File: src/rtl/mem_interface_if.sv
// Memory-side request/response bundle between the MAR/MDR controller and a word RAM.
// The master drives the request; the slave answers with rdata and a (possibly combinational) ack.
interface mem_interface_if #(
    parameter int ADDR_W = 9
);
    logic              mem_req;
    logic              mem_we;
    logic [ADDR_W-1:0] mem_addr;
    logic [31:0]       mem_wdata;
    logic [31:0]       mem_rdata;
    logic              mem_ack;

    modport master (
        output mem_req, mem_we, mem_addr, mem_wdata,
        input  mem_rdata, mem_ack
    );

    modport slave (
        input  mem_req, mem_we, mem_addr, mem_wdata,
        output mem_rdata, mem_ack
    );
endinterface

File: src/rtl/mem_interface.sv
// MAR/MDR memory interface: one RAM access per Read/Write strobe; Done pulses for one cycle at the end.
// Latency: strobe sampled at edge k, Done high k+1..k+2 with a same-cycle ack; request held until ack.
// Backpressure: mem_ack stalls the FSM; optional MEM_TIMEOUT_EN aborts after TIMEOUT request cycles.
module mem_interface #(
    parameter int ADDR_W  = 9,
    parameter int TIMEOUT = 16
) (
    input  logic              Clock,
    input  logic              Reset,
    input  logic [31:0]       BusMuxOut,
    input  logic              MARin,
    input  logic              MDRin,
    input  logic              Read,
    input  logic              Write,
    output logic [31:0]       MDR_q,
    output logic [ADDR_W-1:0] MAR_q,
    mem_interface_if.master   mem,
    output logic              Busy,
    output logic              Done,
    output logic              BusErr
);

    typedef enum logic [1:0] {
        IDLE     = 2'd0,
        RD_REQ   = 2'd1,
        WR_REQ   = 2'd2,
        COMPLETE = 2'd3
    } state_t;

    state_t state;
    logic   armed;
    logic   req_q;
    logic   we_q;

`ifdef MEM_TIMEOUT_EN
    localparam int CNT_W = $clog2(TIMEOUT + 1);
    logic [CNT_W-1:0] tmo_cnt;
    logic             bus_err_q;
    assign BusErr = bus_err_q;
`else
    assign BusErr = 1'b0;
    wire unused_timeout = (TIMEOUT > 0);
`endif

    wire unused_bus_hi = ^BusMuxOut[31:ADDR_W];

    always_ff @(posedge Clock or negedge Reset) begin
        if (!Reset) begin
            state <= IDLE;
            armed <= 1'b1;
            req_q <= 1'b0;
            we_q  <= 1'b0;
            Busy  <= 1'b0;
            Done  <= 1'b0;
            MAR_q <= '0;
            MDR_q <= '0;
`ifdef MEM_TIMEOUT_EN
            tmo_cnt   <= '0;
            bus_err_q <= 1'b0;
`endif
        end else begin
            // Re-arm only once both strobes are released, so a held strobe gives one access.
            if (!Read && !Write) armed <= 1'b1;

            case (state)
                IDLE: begin
                    if (MARin) MAR_q <= BusMuxOut[ADDR_W-1:0];
                    if (MDRin && !Read) MDR_q <= BusMuxOut;
                    if (armed && (Read || Write)) begin
                        state <= Read ? RD_REQ : WR_REQ;
                        req_q <= 1'b1;
                        we_q  <= !Read;
                        Busy  <= 1'b1;
                        armed <= 1'b0;
`ifdef MEM_TIMEOUT_EN
                        tmo_cnt <= '0;
`endif
                    end
                end
                RD_REQ, WR_REQ: begin
                    if (mem.mem_ack) begin
                        if (state == RD_REQ) MDR_q <= mem.mem_rdata;
                        state <= COMPLETE;
                        req_q <= 1'b0;
                        we_q  <= 1'b0;
                        Done  <= 1'b1;
                    end
`ifdef MEM_TIMEOUT_EN
                    else if (tmo_cnt == CNT_W'(TIMEOUT - 1)) begin
                        state     <= COMPLETE;
                        req_q     <= 1'b0;
                        we_q      <= 1'b0;
                        Done      <= 1'b1;
                        bus_err_q <= 1'b1;
                    end else begin
                        tmo_cnt <= tmo_cnt + CNT_W'(1);
                    end
`endif
                end
                COMPLETE: begin
                    state <= IDLE;
                    Busy  <= 1'b0;
                    Done  <= 1'b0;
                end
                default: state <= IDLE;
            endcase
        end
    end

    assign mem.mem_req   = req_q;
    assign mem.mem_we    = we_q;
    assign mem.mem_addr  = req_q ? MAR_q : '0;
    assign mem.mem_wdata = req_q ? MDR_q : '0;

endmodule

File: src/flat_wrapper.sv
// flat-port wrapper written by rule: the top's interface ports become plain ports
module mem_interface_flat 
#(
    parameter int ADDR_W  = 9,
    parameter int TIMEOUT = 16
)
  (Clock, Reset, BusMuxOut, MARin, MDRin, Read, Write, MDR_q, MAR_q, Busy, Done, BusErr, mem_mem_req, mem_mem_we, mem_mem_addr, mem_mem_wdata, mem_mem_rdata, mem_mem_ack);
  mem_interface_if #(.ADDR_W(ADDR_W)) mem_i ();
  input  logic Clock;
  input  logic Reset;
  input  logic [31:0] BusMuxOut;
  input  logic MARin;
  input  logic MDRin;
  input  logic Read;
  input  logic Write;
  output logic [31:0] MDR_q;
  output logic [ADDR_W-1:0] MAR_q;
  output logic Busy;
  output logic Done;
  output logic BusErr;
  output wire logic [$bits(mem_i.mem_req)-1:0] mem_mem_req;
  output wire logic [$bits(mem_i.mem_we)-1:0] mem_mem_we;
  output wire logic [$bits(mem_i.mem_addr)-1:0] mem_mem_addr;
  output wire logic [$bits(mem_i.mem_wdata)-1:0] mem_mem_wdata;
  input wire logic [$bits(mem_i.mem_rdata)-1:0] mem_mem_rdata;
  input wire logic [$bits(mem_i.mem_ack)-1:0] mem_mem_ack;
  assign mem_mem_req = mem_i.mem_req;
  assign mem_mem_we = mem_i.mem_we;
  assign mem_mem_addr = mem_i.mem_addr;
  assign mem_mem_wdata = mem_i.mem_wdata;
  assign mem_i.mem_rdata = mem_mem_rdata;
  assign mem_i.mem_ack = mem_mem_ack;
  mem_interface #(.ADDR_W(ADDR_W), .TIMEOUT(TIMEOUT)) u_core (.Clock(Clock), .Reset(Reset), .BusMuxOut(BusMuxOut), .MARin(MARin), .MDRin(MDRin), .Read(Read), .Write(Write), .MDR_q(MDR_q), .MAR_q(MAR_q), .mem(mem_i), .Busy(Busy), .Done(Done), .BusErr(BusErr));
endmodule
File: config.mk
export PLATFORM = sky130hd
export DESIGN_NAME = mem_interface_flat
export DESIGN_NICKNAME = d
export VERILOG_FILES = /design/src/rtl/mem_interface_if.sv /design/src/rtl/mem_interface.sv /design/src/flat_wrapper.sv
export SDC_FILE = /design/constraint.sdc
export NUM_CORES = 1
export LEC_CHECK = 0
export ABC_AREA = 0
export ABC_CLOCK_PERIOD_IN_PS = 2700
export BUFFER_PORTS_ARGS = -buffer_cell sky130_fd_sc_hd__buf_2
export CAP_MARGIN = 20
export CORE_MARGIN = 4
export CORE_UTILIZATION = 40
export CTS_CLUSTER_SIZE = 10
export DETAILED_ROUTE_END_ITERATION = 12
export PLACE_DENSITY = 0.74
export SLEW_MARGIN = 20
export SYNTH_ARGS = -nofsm -noshare
export SYNTH_HDL_FRONTEND = slang
export SYNTH_SLANG_ARGS = --single-unit
File: constraint.sdc
create_clock -name Clock -period 2.7 [get_ports Clock]
set_clock_uncertainty 0.1 [all_clocks]
set_input_delay 0.54 -clock Clock [delete_from_list [all_inputs] [get_ports Clock]]
set_output_delay 0.54 -clock Clock [all_outputs]
set_load 0.01 [all_outputs]
### Yosys cells after proc, flatten, opt, wreduce, memory -nomap -nowiden

Index checks and enable logic that the tools add are counted.
W data, S select, Z words.

* bits in registers: 48
* latch bits: 0
* bits in writable memories: 0
* ROM bits: 0
* input bits: 71
* output and inout bits: 87
* logic and storage cells: 53
* memories kept: 0

* add/sub/neg operators: 0
* $mul: 0
* divide/modulo/power cells: 0
* $lt $le $gt $ge: 0
* eq/ne operators: 7
* shifts and indexed selects: 0
* muxes and demuxes: 21
* bitwise logic cells: 0
* reductions and logical operators: 17

Operators by type and width (count)
* $mux W32: 4
* $pmux W32 S2: 1
* $mux W9: 1
* $pmux W1 S2: 4
* $reduce_and A2 Y1: 4
* $mux W1: 7
* $mux W2: 3
* $ne A2 B1 Y1 const B: 3
* $pmux W2 S3: 1
* $reduce_bool A2 Y1: 3
* $eq A2 B2 Y1 const B: 2
* $reduce_and A4 Y1: 1
* $logic_and A1 B1 Y1: 3
* $reduce_and A3 Y1: 1
* $eq A2 B1 Y1 const B: 1
* $logic_not A1 Y1: 2
* $logic_not A2 Y1: 1
* $ne A2 B2 Y1 const B: 1
* $reduce_or A2 Y1: 1
* $logic_or A1 B1 Y1: 1

### Longest topological paths before layout

* depth after elaboration: 5
* depth in mapped cells: 7
* mapped depth without buffers: 5

### Worst setup path after synthesis

Ideal clock, no wire load.

* kind: register to register
* from: register u_core.state[1]
* to: register u_core.MDR_q[11]
* setup time: 0.125 ns
* data arrival time: 1.888 ns
* required time: 2.475 ns
* slack: 0.587 ns
* cell stages (with the launch flop): 7
* path buffers: 2
* clock period less this slack: 2.113 ns
* cells stage by stage: dfrtp_1 -> inv_1 -> ha_1 -> buf_2 -> clkbuf_1 -> mux2_2 -> mux2_2

* word-level cells in the longest chain between the ends: 4
* elaborated cells on any way between the ends: 10
* classes of those cells: 5 x eq/ne; 1 x mux; 4 x reduce/logical

Ends and longest elaborated chain
* start: declaration: line mem_interface.sv:30 `state_t state;`
* start signal: assignment: line mem_interface.sv:70 `state <= Read ? RD_REQ : WR_REQ;`
* $eq A2 B2 Y1 or $eq A2 B1 Y1 (tied branches): line mem_interface.sv:65, mem_interface.sv:82
* $reduce_or A2 Y1: line mem_interface.sv:65 `case (state)`
* $ne A2 B1 Y1 (no source line) (tied with other cells)
* $reduce_and A4 Y1 (no source line)
* end signal: assignment: line mem_interface.sv:68 `if (MDRin && !Read) MDR_q <= BusMuxOut;`
* end signal: assignment: line mem_interface.sv:82 `if (state == RD_REQ) MDR_q <= mem.mem_rdata;`
* end: declaration: line mem_interface.sv:15 `output logic [31:0] MDR_q,`

Several ways; a longest one is shown, not always the timed one.
A chain may end at the register's enable or synchronous reset.

### Worst setup path after layout

* from: register u_core.state[0]
* to: register u_core.MDR_q[15]

The elaborated chain is that of the path after synthesis.

==> summary.txt <==
Critical path
  – Maximum fanout along the worst path: 15
  – Slowest cell on crit path: dfrtp_1
  – Startpoint class of the critical path: register
  – Critical path type: reg -> reg
  – Cell depth of the worst setup path: 6
  – Beginning of the worst register-to-register path: u_core.state[0]$_DFFE_PN0P_
  – CP Cell Sequence: inv_1 -> ha_1 -> nor2_2 -> a2111oi_4 -> buf_4 -> mux2_2
  – Crit path buf inv count: 2
  – Required arrival time at the worst endpoint: roughly 2800 ps
  – Crit end category: register
  – Endpoint of the worst register-to-register path: u_core.MDR_q[15]$_DFFE_PN0P_
  – Family with the most delay on the worst path: buffers and inverters
  – Biggest cell delay along the critical path: 400 ps
  – Reg-to-reg slack, setup: 470 ps
  – Worst path arrival time: between 2000 and 2500 ps
  – Depth of the worst register-to-register path: 6

Finish
  – Fin area: between 0.003 and 0.004 sq mm
  – Post-layout net count: roughly 440
  – Fill cell count: approximately 570
  – Ant diodes: 0
  – Non-filler cells in the finished layout: between 400 and 500
  – Fraction of layout instances using a drive strength above 1: 0.6676
  – Layout-stage area growth over the synthesis result: 34.93%

Global routing
  – Number of global-route vias before repair: 2104
  – Sum of overflow across all layers after global routing: 0
  – Pin count of the biggest net entering global routing: 36
  – GRT Util Overall: 0.1550
  – Wire length of the first global-routing pass: around 9700 um
  – Antenna violations before repair: 0

Worst hold path
  – Min-delay worst type: in -> async

Clock tree
  – Cts repair resizes: 0
  – CTS Buf Count: 5
  – Count of hold buffers inserted by post-cts repair: 0
  – Clock sinks: between 40 and 50
  – Number of buffers inserted by post-CTS setup repair: 0
  – Clock slew seen by the registers of the worst setup and hold paths: about 80 ps
  – CTS Root Cell: clkbuf_8
  – H-tree lvl count: 2
  – Number of buffers on the longest clock path: 2
  – Latest clock arrival within the worst-skew pair: ~290 ps
  – TritonCTS clock tree: yes

Synth
  – Post-synth EDFFs: 0
  – Synth Cell Area: between 0.002 and 0.003 sq mm
  – Post-Synthesis Net Count: roughly 290
  – Fraction of registers with async set/reset: 1.000
  – Sequential-to-total area share from yosys stat: 0.4505
  – Most used DFF post-synth: dfrtp_1
  – Number of flip-flops and latches in the synthesized netlist: 48
  – Count of mapped cells out of synthesis: around 210
  – Count of synthesis-stage warnings from yosys: 0
  – Synth unique cells: 31
  – Post-synthesis average cell area: between 10 and 15 sq um

Timing
  – Tightest Pin Transition: around 760 ps
  – Post-layout minimum cycle time: around 2200 ps
  – Normalized max-slew margin: 0.4914
  – Unrepaired setup endpoints after global routing: false
  – Final setup violation count: 0
  – Accumulated negative setup slack: 0 ps
  – Final Hold Violating Endpoints: 0
  – Ratio of final minimum period to clock period: 0.8266
  – Timing-limited maximum frequency: approximately 450 MHz
  – Final number of max-transition violations: 0

Routing
  – Average wire per cell in the routed design: ~14 um
  – Detailed-route vias per instance: ~4.8
  – Number of nets with antenna violations after detailed routing: 0
  – DRT Wirelength: about 6300 um
  – Vias: 2114
  – Violation count after the first detailed-routing iteration: 37
  – Remaining routing DRC violations: 0
  – Pre-antenna DRT Iters: 3

Floorplan
  – Top Ports: about 160
  – Chip Height: ~90 um
  – Row cnt: 29
  – Floorplan die area: about 0.0080 sq mm
  – Core ar.: roughly 0.0064 sq mm
  – Starting Density: 0.4155
  – Horiz. Die Dim: between 80 and 90 um

Placement
  – Final weighted congestion of routability-driven global placement: a little over 0.8
  – Total cell area at the placement stage: 0.003523 sq mm
  – Post-detailed-placement half-perimeter wirelength: roughly 5100 um
  – Quantity of I/O buffers inserted on ports: between 150 and 200
  – Number of cells after detailed placement: 437

Pwr
  – Pwr dens: about 1300 mW/mm^2
  – Standby leakage power: roughly 1.9 nW
  – Worst VDD drop: between 500 and 600 uV

Flow run
  – # Max-Cap Violations: 0

Status
  – Run status: finished clean
-- cells by family after synthesis --
logic type	synth area share
multiplexers	0.3258
buffers and inverters	0.03844
AND/OR/NAND/NOR	0.1219
other	0.001405
adder cells (fa/ha/maj)	0.01875
AO/OA/AOI/OAI	0.04314
flip-flops	0.4505
-- through the flow --
| stage | power [W] | hold slack [ps] | utilization | setup slack [ps] |
|---|---|---|---|---|
| 6_report | 0.004780 | 212.0 | 0.5607 | 468.3 |
| 5_1_grt | 0.005170 | 272.9 | 0.5607 | 360.5 |
| 4_1_cts | 0.004864 | 234.0 | 0.5607 | 464.9 |
| 3_5_place_dp | 0.004456 | 377.8 | 0.5486 | 484.3 |
| 3_3_place_gp | 0.004369 | 371.5 | 0.5486 | 540.9 |
| 2_1_floorplan | 0.003580 | 144.4 | - | 587.2 |
-- synthesized netlist by cell type, types with 3 or more instances --
master	instances	area (sq um)
buf_6	3	33.78
mux2_4	10	150.1
mux2_2	63	709.4
and2_1	41	256.5
inv_1	6	22.52
ha_1	4	50.05
clkbuf_1	6	22.52
dfrtp_1	47	1176
nand2_1	4	15.01
-- sequential cells by signal, summed over array words and instances (netlist names) --
register	cells
u_core.MDR_q	32
u_core.mem.mem_we	1
u_core.Done	1
u_core.MAR_q	9
u_core.mem.mem_req	1
u_core.state	2
u_core.Busy	1
u_core.armed	1
-- how the worst max path moves through the flow --
| stage | startpoint | to | slack, ps |
|---|---|---|---|
| after floorplan | u_core.state[1]$_DFFE_PN0P_ | u_core.MDR_q[11]$_DFFE_PN0P_ | 590 |
| after global placement | u_core.state[0]$_DFFE_PN0P_ | u_core.MDR_q[14]$_DFFE_PN0P_ | 540 |
| after detailed placement | u_core.state[0]$_DFFE_PN0P_ | u_core.MDR_q[15]$_DFFE_PN0P_ | 480 |
| after CTS | u_core.state[0]$_DFFE_PN0P_ | u_core.MDR_q[15]$_DFFE_PN0P_ | 460 |
| after global routing | u_core.state[0]$_DFFE_PN0P_ | u_core.MDR_q[15]$_DFFE_PN0P_ | 360 |
| final | u_core.state[0]$_DFFE_PN0P_ | u_core.MDR_q[15]$_DFFE_PN0P_ | 470 |
-- layout make-up --
| class | count | area (sq um) | share of cell area |
|---|---|---|---|
| timing repair buffer | 162 | 838.3 | 0.2328 |
| tap | 77 | 96.34 | 0.02675 |
| inverter | 6 | 22.52 | 0.006254 |
| clock inverter | 1 | 5.005 | 0.001390 |
| clock buffer | 6 | 72.57 | 0.02015 |
| multi-input combinational | 144 | 1364 | 0.3787 |
| sequential | 48 | 1202 | 0.3339 |
-- layout by cell type, fill, tap and decap left out, types with 2 or more instances in the layout --
cell type | Yosys | layout
a21oi_1 | 2 | 2
a2bb2oi_1 | 2 | 2
and2_1 | 41 | 41
buf_2 | 1 | 156
buf_4 | 2 | 5
clkbuf_8 | 0 | 5
dfrtp_1 | 47 | 47
ha_1 | 4 | 4
inv_1 | 6 | 6
mux2_2 | 63 | 63
mux2_4 | 10 | 10
nand2_1 | 4 | 4
nand2b_1 | 2 | 2
o2bb2ai_1 | 2 | 2
-- routing by layer --
layer	vias up	GRT usage	share of wire
li1	1038	-	-
met1	981	0.1909	0.42
met2	91	0.2693	0.50
met3	4	0.04015	0.074
met4	0	0.04060	0.0082
met5	-	0	0
-- power by group --
part / switching, W / internal (W)
registers: 0.000282 / 0.00112
logic: 0.00131 / 0.00167
clock network: 0.000216 / 0.000176
Power figures use the tool's default switching activity.
